**config.mk**
```make
export PLATFORM = sky130hd
export DESIGN_NAME = penalty_round_ctl
export DESIGN_NICKNAME = d
export VERILOG_FILES = /design/src/rtl/penalty_round_ctl.sv
export SDC_FILE = /design/constraint.sdc
export NUM_CORES = 1
export LEC_CHECK = 0
export ABC_CLOCK_PERIOD_IN_PS = 1680
export CORE_MARGIN = 4
export CORE_UTILIZATION = 55
export DETAILED_ROUTE_END_ITERATION = 12
export DONT_BUFFER_PORTS = 1
export HOLD_SLACK_MARGIN = 0.03
export PLACE_DENSITY = 0.75
export REMOVE_ABC_BUFFERS = 1
export SLEW_MARGIN = 10
export SYNTH_ARGS = -nofsm -noshare
export SYNTH_HDL_FRONTEND = slang
export SYNTH_SLANG_ARGS = --single-unit
```
**constraint.sdc**
```tcl
create_clock -name clk -period 1.68 [get_ports clk]
set_clock_uncertainty 0.2 [all_clocks]
set_input_delay 0.168 -clock clk [delete_from_list [all_inputs] [get_ports clk]]
set_output_delay 0.168 -clock clk [all_outputs]
set_load 0.05 [all_outputs]
```
**src/rtl/penalty_round_ctl.sv**
```systemverilog
// Game-flow sequencer for the penalty simulator: START -> AIM -> FLIGHT -> RESULT -> ... -> END.
// All state changes commit on the registered vblank-rise tick so each drawn frame is consistent.
module penalty_round_ctl #(
   parameter int ROUNDS        = 5,
   parameter int FLIGHT_FRAMES = 30,
   parameter int RESULT_FRAMES = 90
) (
   input  logic       clk,
   input  logic       rst_n,
   input  logic       vblnk,
   input  logic       start_btn,
   input  logic       shot_valid,
   output logic       shot_ready,
   input  logic [1:0] shot_dir,
   input  logic [1:0] keeper_dir,
   output logic       frame_tick,
   output logic [2:0] game_state,
   output logic [3:0] round_counter,
   output logic [2:0] score,
   output logic       is_scored,
   output logic [6:0] anim_frame
);

   typedef enum logic [2:0] {
      ST_START  = 3'd0,
      ST_AIM    = 3'd1,
      ST_FLIGHT = 3'd2,
      ST_RESULT = 3'd3,
      ST_END    = 3'd4
   } state_t;

   localparam logic [6:0] FLIGHT_LAST = 7'(FLIGHT_FRAMES - 1);
   localparam logic [6:0] RESULT_LAST = 7'(RESULT_FRAMES - 1);
   localparam logic [3:0] ROUNDS_W    = 4'(ROUNDS);

   state_t state;
   logic   vblnk_d;
   logic   start_btn_d;
   logic   start_pend;
   logic   shot_pend;
   logic   start_rise;
   logic   handshake;
   logic   goal;

   assign game_state = state;
   assign start_rise = start_btn & ~start_btn_d;
   assign shot_ready = (state == ST_AIM) && !shot_pend;
   assign handshake  = shot_valid & shot_ready;
   assign goal       = (shot_dir != keeper_dir);

   always_ff @(posedge clk) begin
      if (!rst_n) begin
         state         <= ST_START;
         vblnk_d       <= 1'b0;
         start_btn_d   <= 1'b0;
         frame_tick    <= 1'b0;
         start_pend    <= 1'b0;
         shot_pend     <= 1'b0;
         round_counter <= '0;
         score         <= '0;
         is_scored     <= 1'b0;
         anim_frame    <= '0;
      end else begin
         vblnk_d     <= vblnk;
         start_btn_d <= start_btn;
         frame_tick  <= vblnk & ~vblnk_d;

         // NOTE: later non-blocking assignments in this block win, so the tick
         // handling below overrides these request-capture defaults.
         if (start_rise && (state == ST_START || state == ST_END))
            start_pend <= 1'b1;

         if (handshake) begin
            shot_pend <= 1'b1;
            is_scored <= goal;
            if (goal && score != 3'd7)
               score <= score + 3'd1;
         end

         case (state)
            ST_START: if (frame_tick && start_pend) begin
               state         <= ST_AIM;
               start_pend    <= 1'b0;
               round_counter <= '0;
               score         <= '0;
               is_scored     <= 1'b0;
               anim_frame    <= '0;
            end
            ST_AIM: if (frame_tick && shot_pend) begin
               state      <= ST_FLIGHT;
               anim_frame <= '0;
            end
            ST_FLIGHT: if (frame_tick) begin
               if (anim_frame == FLIGHT_LAST) begin
                  state      <= ST_RESULT;
                  anim_frame <= '0;
               end else if (anim_frame != 7'd127) begin
                  anim_frame <= anim_frame + 7'd1;
               end
            end
            ST_RESULT: if (frame_tick) begin
               if (anim_frame == RESULT_LAST) begin
                  round_counter <= round_counter + 4'd1;
                  shot_pend     <= 1'b0;
                  anim_frame    <= '0;
                  state         <= (round_counter + 4'd1 == ROUNDS_W) ? ST_END : ST_AIM;
               end else if (anim_frame != 7'd127) begin
                  anim_frame <= anim_frame + 7'd1;
               end
            end
            ST_END: if (frame_tick && start_pend) begin
               state      <= ST_START;
               start_pend <= 1'b0;
            end
            default: state <= ST_START;
         endcase
      end
   end

endmodule

```
; ---- Word level (Yosys, flattened, before mapping)
; Cells that the tools add are included.
[op_classes]
n_addsub = 3
multipliers = 0
div_mod_pow = 0
n_lt_le_gt_ge = 0
n_eq_ne = 17
shifts = 0
mux = 35
n_bitwise = 5
reduce_logical = 14
[ops]
columns = cell, count
row1 = 2-to-1 mux 7 bit, 7
row2 = 2-to-1 mux 3 bit, 12
row3 = case mux 7 bit (4 select lines), 1
row4 = case mux 3 bit (5 select lines), 1
row5 = 2-to-1 mux 4 bit, 3
row6 = 2-to-1 mux 1 bit, 10
row7 = "inequality test 2 bit, second input constant", 4
row8 = case mux 4 bit (2 select lines), 1
row9 = "adder 7 x 1 -> 7 bit, second input constant", 1
row10 = "equality test 7 x 5 -> 1 bit, second input constant", 1
row11 = "equality test 7 bit, second input constant", 1
row12 = "inequality test 7 bit, second input constant", 1
row13 = AND reduction 7 bit, 1
row14 = "equality test 3 x 2 -> 1 bit, second input constant", 2
row15 = "inequality test 2 x 1 -> 1 bit, second input constant", 3
row16 = logical AND 1 bit, 5
row17 = AND reduction 5 bit, 1
row18 = "adder 4 x 1 -> 4 bit, second input constant", 1
row19 = "equality test 4 x 3 -> 1 bit, second input constant", 1
row20 = AND reduction 4 bit, 1
row21 = nonzero test 4 bit, 1
row22 = "adder 3 x 1 -> 3 bit, second input constant", 1
row23 = bitwise AND 1 bit, 3
row24 = "equality test 3 x 1 -> 1 bit, second input constant", 1
row25 = 9 further kinds, 10
[word_totals]
register_bits = 23
latchBits = 0
ramBits = 0
mem_bits_ro = 0
in_bits = 9
out_inout_bits = 20
elab_cells = 84
memories = 0

; ---- Logic depth before layout (Yosys ltp)
[logic_depth]
depth_word = 7
depth_mapped = 7

; ---- Least setup slack after synthesis
; OpenSTA, ideal clock, no wires.
[synth_path]
path_type = register to register
from = reg state[2], in the netlist game_state[2]
to = reg score[2]
arrival_ps = 2204
slack_ps = -840
stages_incl_launch_ff = 8
path_buffers = 2
path_cell_list = dfxtp_1 -> buf_4 -> nor4b_4 -> nand2_2 -> or3_1 -> buf_2 -> mux2i_1 -> nor2_1
[synth_via]
elab_chain_cells = 6
elab_cells_between_ends = 7
cone_classes = 1 x eq/ne / 3 x mux / 1 x bitwise / 2 x reduce/logical
[synth_rtl]
columns = element, line
row1 = from (decl), 36  ; state_t state;
row2 = from (signal assigned), 106  ; state <= (round_counter + 4'd1 == ROUNDS_W) ? ST_END : ST_AIM;
row3 = equality test 3 x 1 -> 1 bit (*), 47  ; assign shot_ready = (state == ST_AIM) && !shot_pend;
row4 = logical AND 1 bit (*), 47
row5 = via shot_ready, 13  ; output logic shot_ready,
row6 = bitwise AND 1 bit (*), 48  ; assign handshake = shot_valid & shot_ready;
row7 = 2-to-1 mux 3 bit (*), 73  ; if (handshake) begin
row8 = 2-to-1 mux 3 bit, 81  ; ST_START: if (frame_tick && start_pend) begin
row9 = 2-to-1 mux 3 bit (*), 80  ; case (state)
row10 = to (signal assigned), 77  ; score <= score + 3'd1;
row11 = to (decl), 19  ; output logic [2:0] score,
; Mark *: on every way through the listed nets, which the timed path passes. The rest lies on a longest branch.
; A chain may end at the register's enable or synchronous reset.

; ---- Final worst setup path
[layout_path]
from = reg anim_frame[1]
to = reg anim_frame[4]
[layout_via]
elab_chain_cells = 5
elab_cells_between_ends = 10
cone_classes = 1 x add/sub / 3 x eq/ne / 6 x mux
[layout_rtl]
columns = element, line
row1 = from (decl), 21  ; output logic [6:0] anim_frame
row2 = from (signal assigned), 98  ; anim_frame <= anim_frame + 7'd1;
row3 = from (signal assigned), 108  ; anim_frame <= anim_frame + 7'd1;
row4 = adder 7 x 1 -> 7 bit or inequality test 7 bit (tied branches), -
row5 = 2-to-1 mux 7 bit, "97, 107"
row6 = 2-to-1 mux 7 bit (on tied branches), "102, 94"
row7 = 2-to-1 mux 7 bit (on tied branches), "101, 93"
row8 = case mux 7 bit (4 select lines) (*), 80
; Mark *: on every way between the ends. The rest lies on a longest branch, timed or not. The select of a mux whose other input is x is not followed.

==> flow_metrics.tcl <==
set metrics [dict create \
    status "completed" \
    holdWs_ns 0.148 \
    criticalPathCategory "reg2reg" \
    synth_area_sq_mm 0.00125 \
    cp.required_ns 1.69 \
    port_buffers 0 \
    fin_crit_sh 0.995 \
    grt_antenna_before_repair 0 \
    core_sq_mm 0.00206 \
    hold_viol_final 0 \
    synth_seq_area_share 0.369 \
    min_path_type "in2reg" \
    finish.net_count 214 \
    synthAdderAreaFrac 0.0602 \
    synth_compound_area_frac 0.134 \
    vdd_drop_max_uv 483 \
    grt_pass1_wl_microns 5540 \
    synth-xor-area-share 0.0491 \
    max_slew_margin 0.785 \
    cts_tree "done" \
    p_leak_uw 0.000741 \
    layout_commonest_cell "buf_4" \
    dr.pass1.iters 4 \
    cp.arrival_ns 1.68 \
    synthArstFlopShare 0 \
    area_growth_pct 44.7 \
    syn_inst 149 \
    wl_microns 3600 \
    synthMuxAreaShare 0.0241 \
    worst_pin_slew_ns 0.320 \
    place_congestion 0.848 \
    gr-usage-all-layers 0.215 \
    layout_common_cells "buf_4 (43), nor2_1 (21), dfxtp_1 (16)" \
    dr_total_vias 1301 \
    synth-simple-area-share 0.316 \
    rsz0062_at_grt "yes" \
    drv_cap 0 \
    fmax_mhz 598 \
    numCtsBuffers 3 \
    powerDensity_mw_per_mm2 521 \
    place_inst 209 \
    yosys_warnings 0 \
    grt_overflow 0 \
    n_antenna_cell 0 \
    synth-edff-count 0 \
    clk_latency_ns 0.31 \
    drive_above_1_share 0.394 \
    setup_viol 0 \
    clk_pin_slew_ns 0.13 \
    io_pins 29 \
    htree_levels 1 \
    clockRootBuffer "clkbuf_4" \
    syn_area_per_cell_sq_um 8.37 \
    synthDistinctLibCells 44 \
    detail-route-antenna-nets 0 \
    route.detailed.drc 0 \
    crit_fanout 3 \
    wl_per_cell_microns 16.0 \
    dieArea_sq_mm 0.00309 \
    vias_per_cell 5.78 \
    maxSlewViolCount 0 \
    cts.sinks 23 \
    synth_top_family_by_area "simple AND/OR/NAND/NOR gates" \
    grt_pass1_vias 1280 \
    synthFlopType "dfxtp_1" \
    dpl.hpwl_microns 2350 \
    fin_cells 225 \
    start_kind "flip-flop" \
    cp-end-kind "flip-flop" \
    drtIter0Drc 41 \
    num_rows 16 \
    power.total_uw 941 \
    layout_min_cycle_time_ns 1.67 \
    grt_max_degree 13 \
    synth_seq_cells 23 \
    die_y_microns 55.6 \
    cts_buffer_depth 2 \
    start_util 0.605 \
    final_util 0.876 \
    die_w_microns 55.6 \
]
==> flip-flops by register name, summed over array words and instances, names as in the netlist <==
signal / flops
anim_frame: 7
round_counter: 4
game_state: 3
score: 3
frame_tick: 1
is_scored: 1
shot_pend: 1
start_btn_d: 1
start_pend: 1
vblnk_d: 1
==> critical path, cell delays in order, from the launching register on <==
cell and delay [ns]:
dfxtp_2 0.37, buf_4 0.11, ha_2 0.18, nand4_1 0.15, buf_4 0.19, a21oi_1 0.13
nor2_1 0.08, nand4_1 0.09, a21oi_1 0.06
==> power by group <==
part | total, uW | switching, uW | internal, uW
sequential | 560 | 7.57 | 552
clock | 257 | 164 | 92.5
combinational | 124 | 71.0 | 53.5
==> routing by layer <==
metal | track usage | vias up | part of all wire
li1 | - | 623 | -
met1 | 0.252 | 605 | 0.40
met2 | 0.385 | 59 | 0.51
met3 | 0.0325 | 14 | 0.066
met4 | 0.0868 | 0 | 0.025
met5 | 0 | - | 0
==> synthesized netlist by cell type (2+ instances only) <==
| cell | count | area share |
|---|---|---|
| a31oi_1 | 4 | 0.020 |
| inv_1 | 6 | 0.018 |
| nor2b_1 | 6 | 0.030 |
| xor2_1 | 3 | 0.021 |
| mux2i_1 | 3 | 0.024 |
| nand3b_1 | 2 | 0.012 |
| nor3b_1 | 2 | 0.012 |
| nor2_1 | 24 | 0.072 |
| dfxtp_1 | 23 | 0.37 |
| and2_1 | 4 | 0.020 |
| nor3_1 | 4 | 0.016 |
| buf_2 | 2 | 0.0080 |
| nand3_1 | 5 | 0.020 |
| nand2_1 | 9 | 0.027 |
| nand4_1 | 3 | 0.015 |
| xnor2_1 | 4 | 0.028 |
| a21oi_1 | 9 | 0.036 |
| ha_1 | 6 | 0.060 |
| or3_1 | 3 | 0.015 |
| o21ai_0 | 3 | 0.012 |
==> repair_timing <==
item | 4_1_cts | 5_1_grt
endpoints found under the hold margin | 23 | 0
resized for setup | 15 | 21
hold buffers | 6 | 0
pin swaps | 4 | 8
endpoints found under the setup margin | 14 | 16
setup buffers | 5 | 1
==> cell families after synthesis <==
group                      after synthesis
and+or+nand+nor                         72
AOI/OAI and AO/OA                       26
DFF                                     23
buffers and inverters                   12
xor gates and xnor gates                 7
adders and majority gates                6
muxes                                    3
==> path summary, 6_finish.rpt <==
kind                        end  slack [ns]     startpoint  depth (start not counted)
setup / recovery  anim_frame[4]       0.008  anim_frame[1]                          8
hold / removal        is_scored        0.15    shot_dir[0]                          5
setup reg to reg  anim_frame[4]       0.008  anim_frame[1]                          8
hold reg to reg      frame_tick        0.21        vblnk_d                          1
==> through the flow <==
step           setup TNS [ns]  cell area (sq um)  worst slack (ns)
4_1_cts                     0               1710           0.00307
3_3_place_gp            -1.52               1550            -0.177
5_1_grt                -0.540               1810           -0.0907
6_report                    0               1810           0.00849
3_5_place_dp            -2.34               1550            -0.251
2_1_floorplan           -8.18               1210            -0.947
==> area by class of cell <==
class	instances	area, sq um
Clock buffer	4	26.3
Fill cell	114	256
Inverter	7	26.3
Multi-Input combinational cell	114	840
Sequential cell	23	477
Tap cell	27	33.8
Timing Repair Buffer	50	403
(Power assumes the default switching activity.)
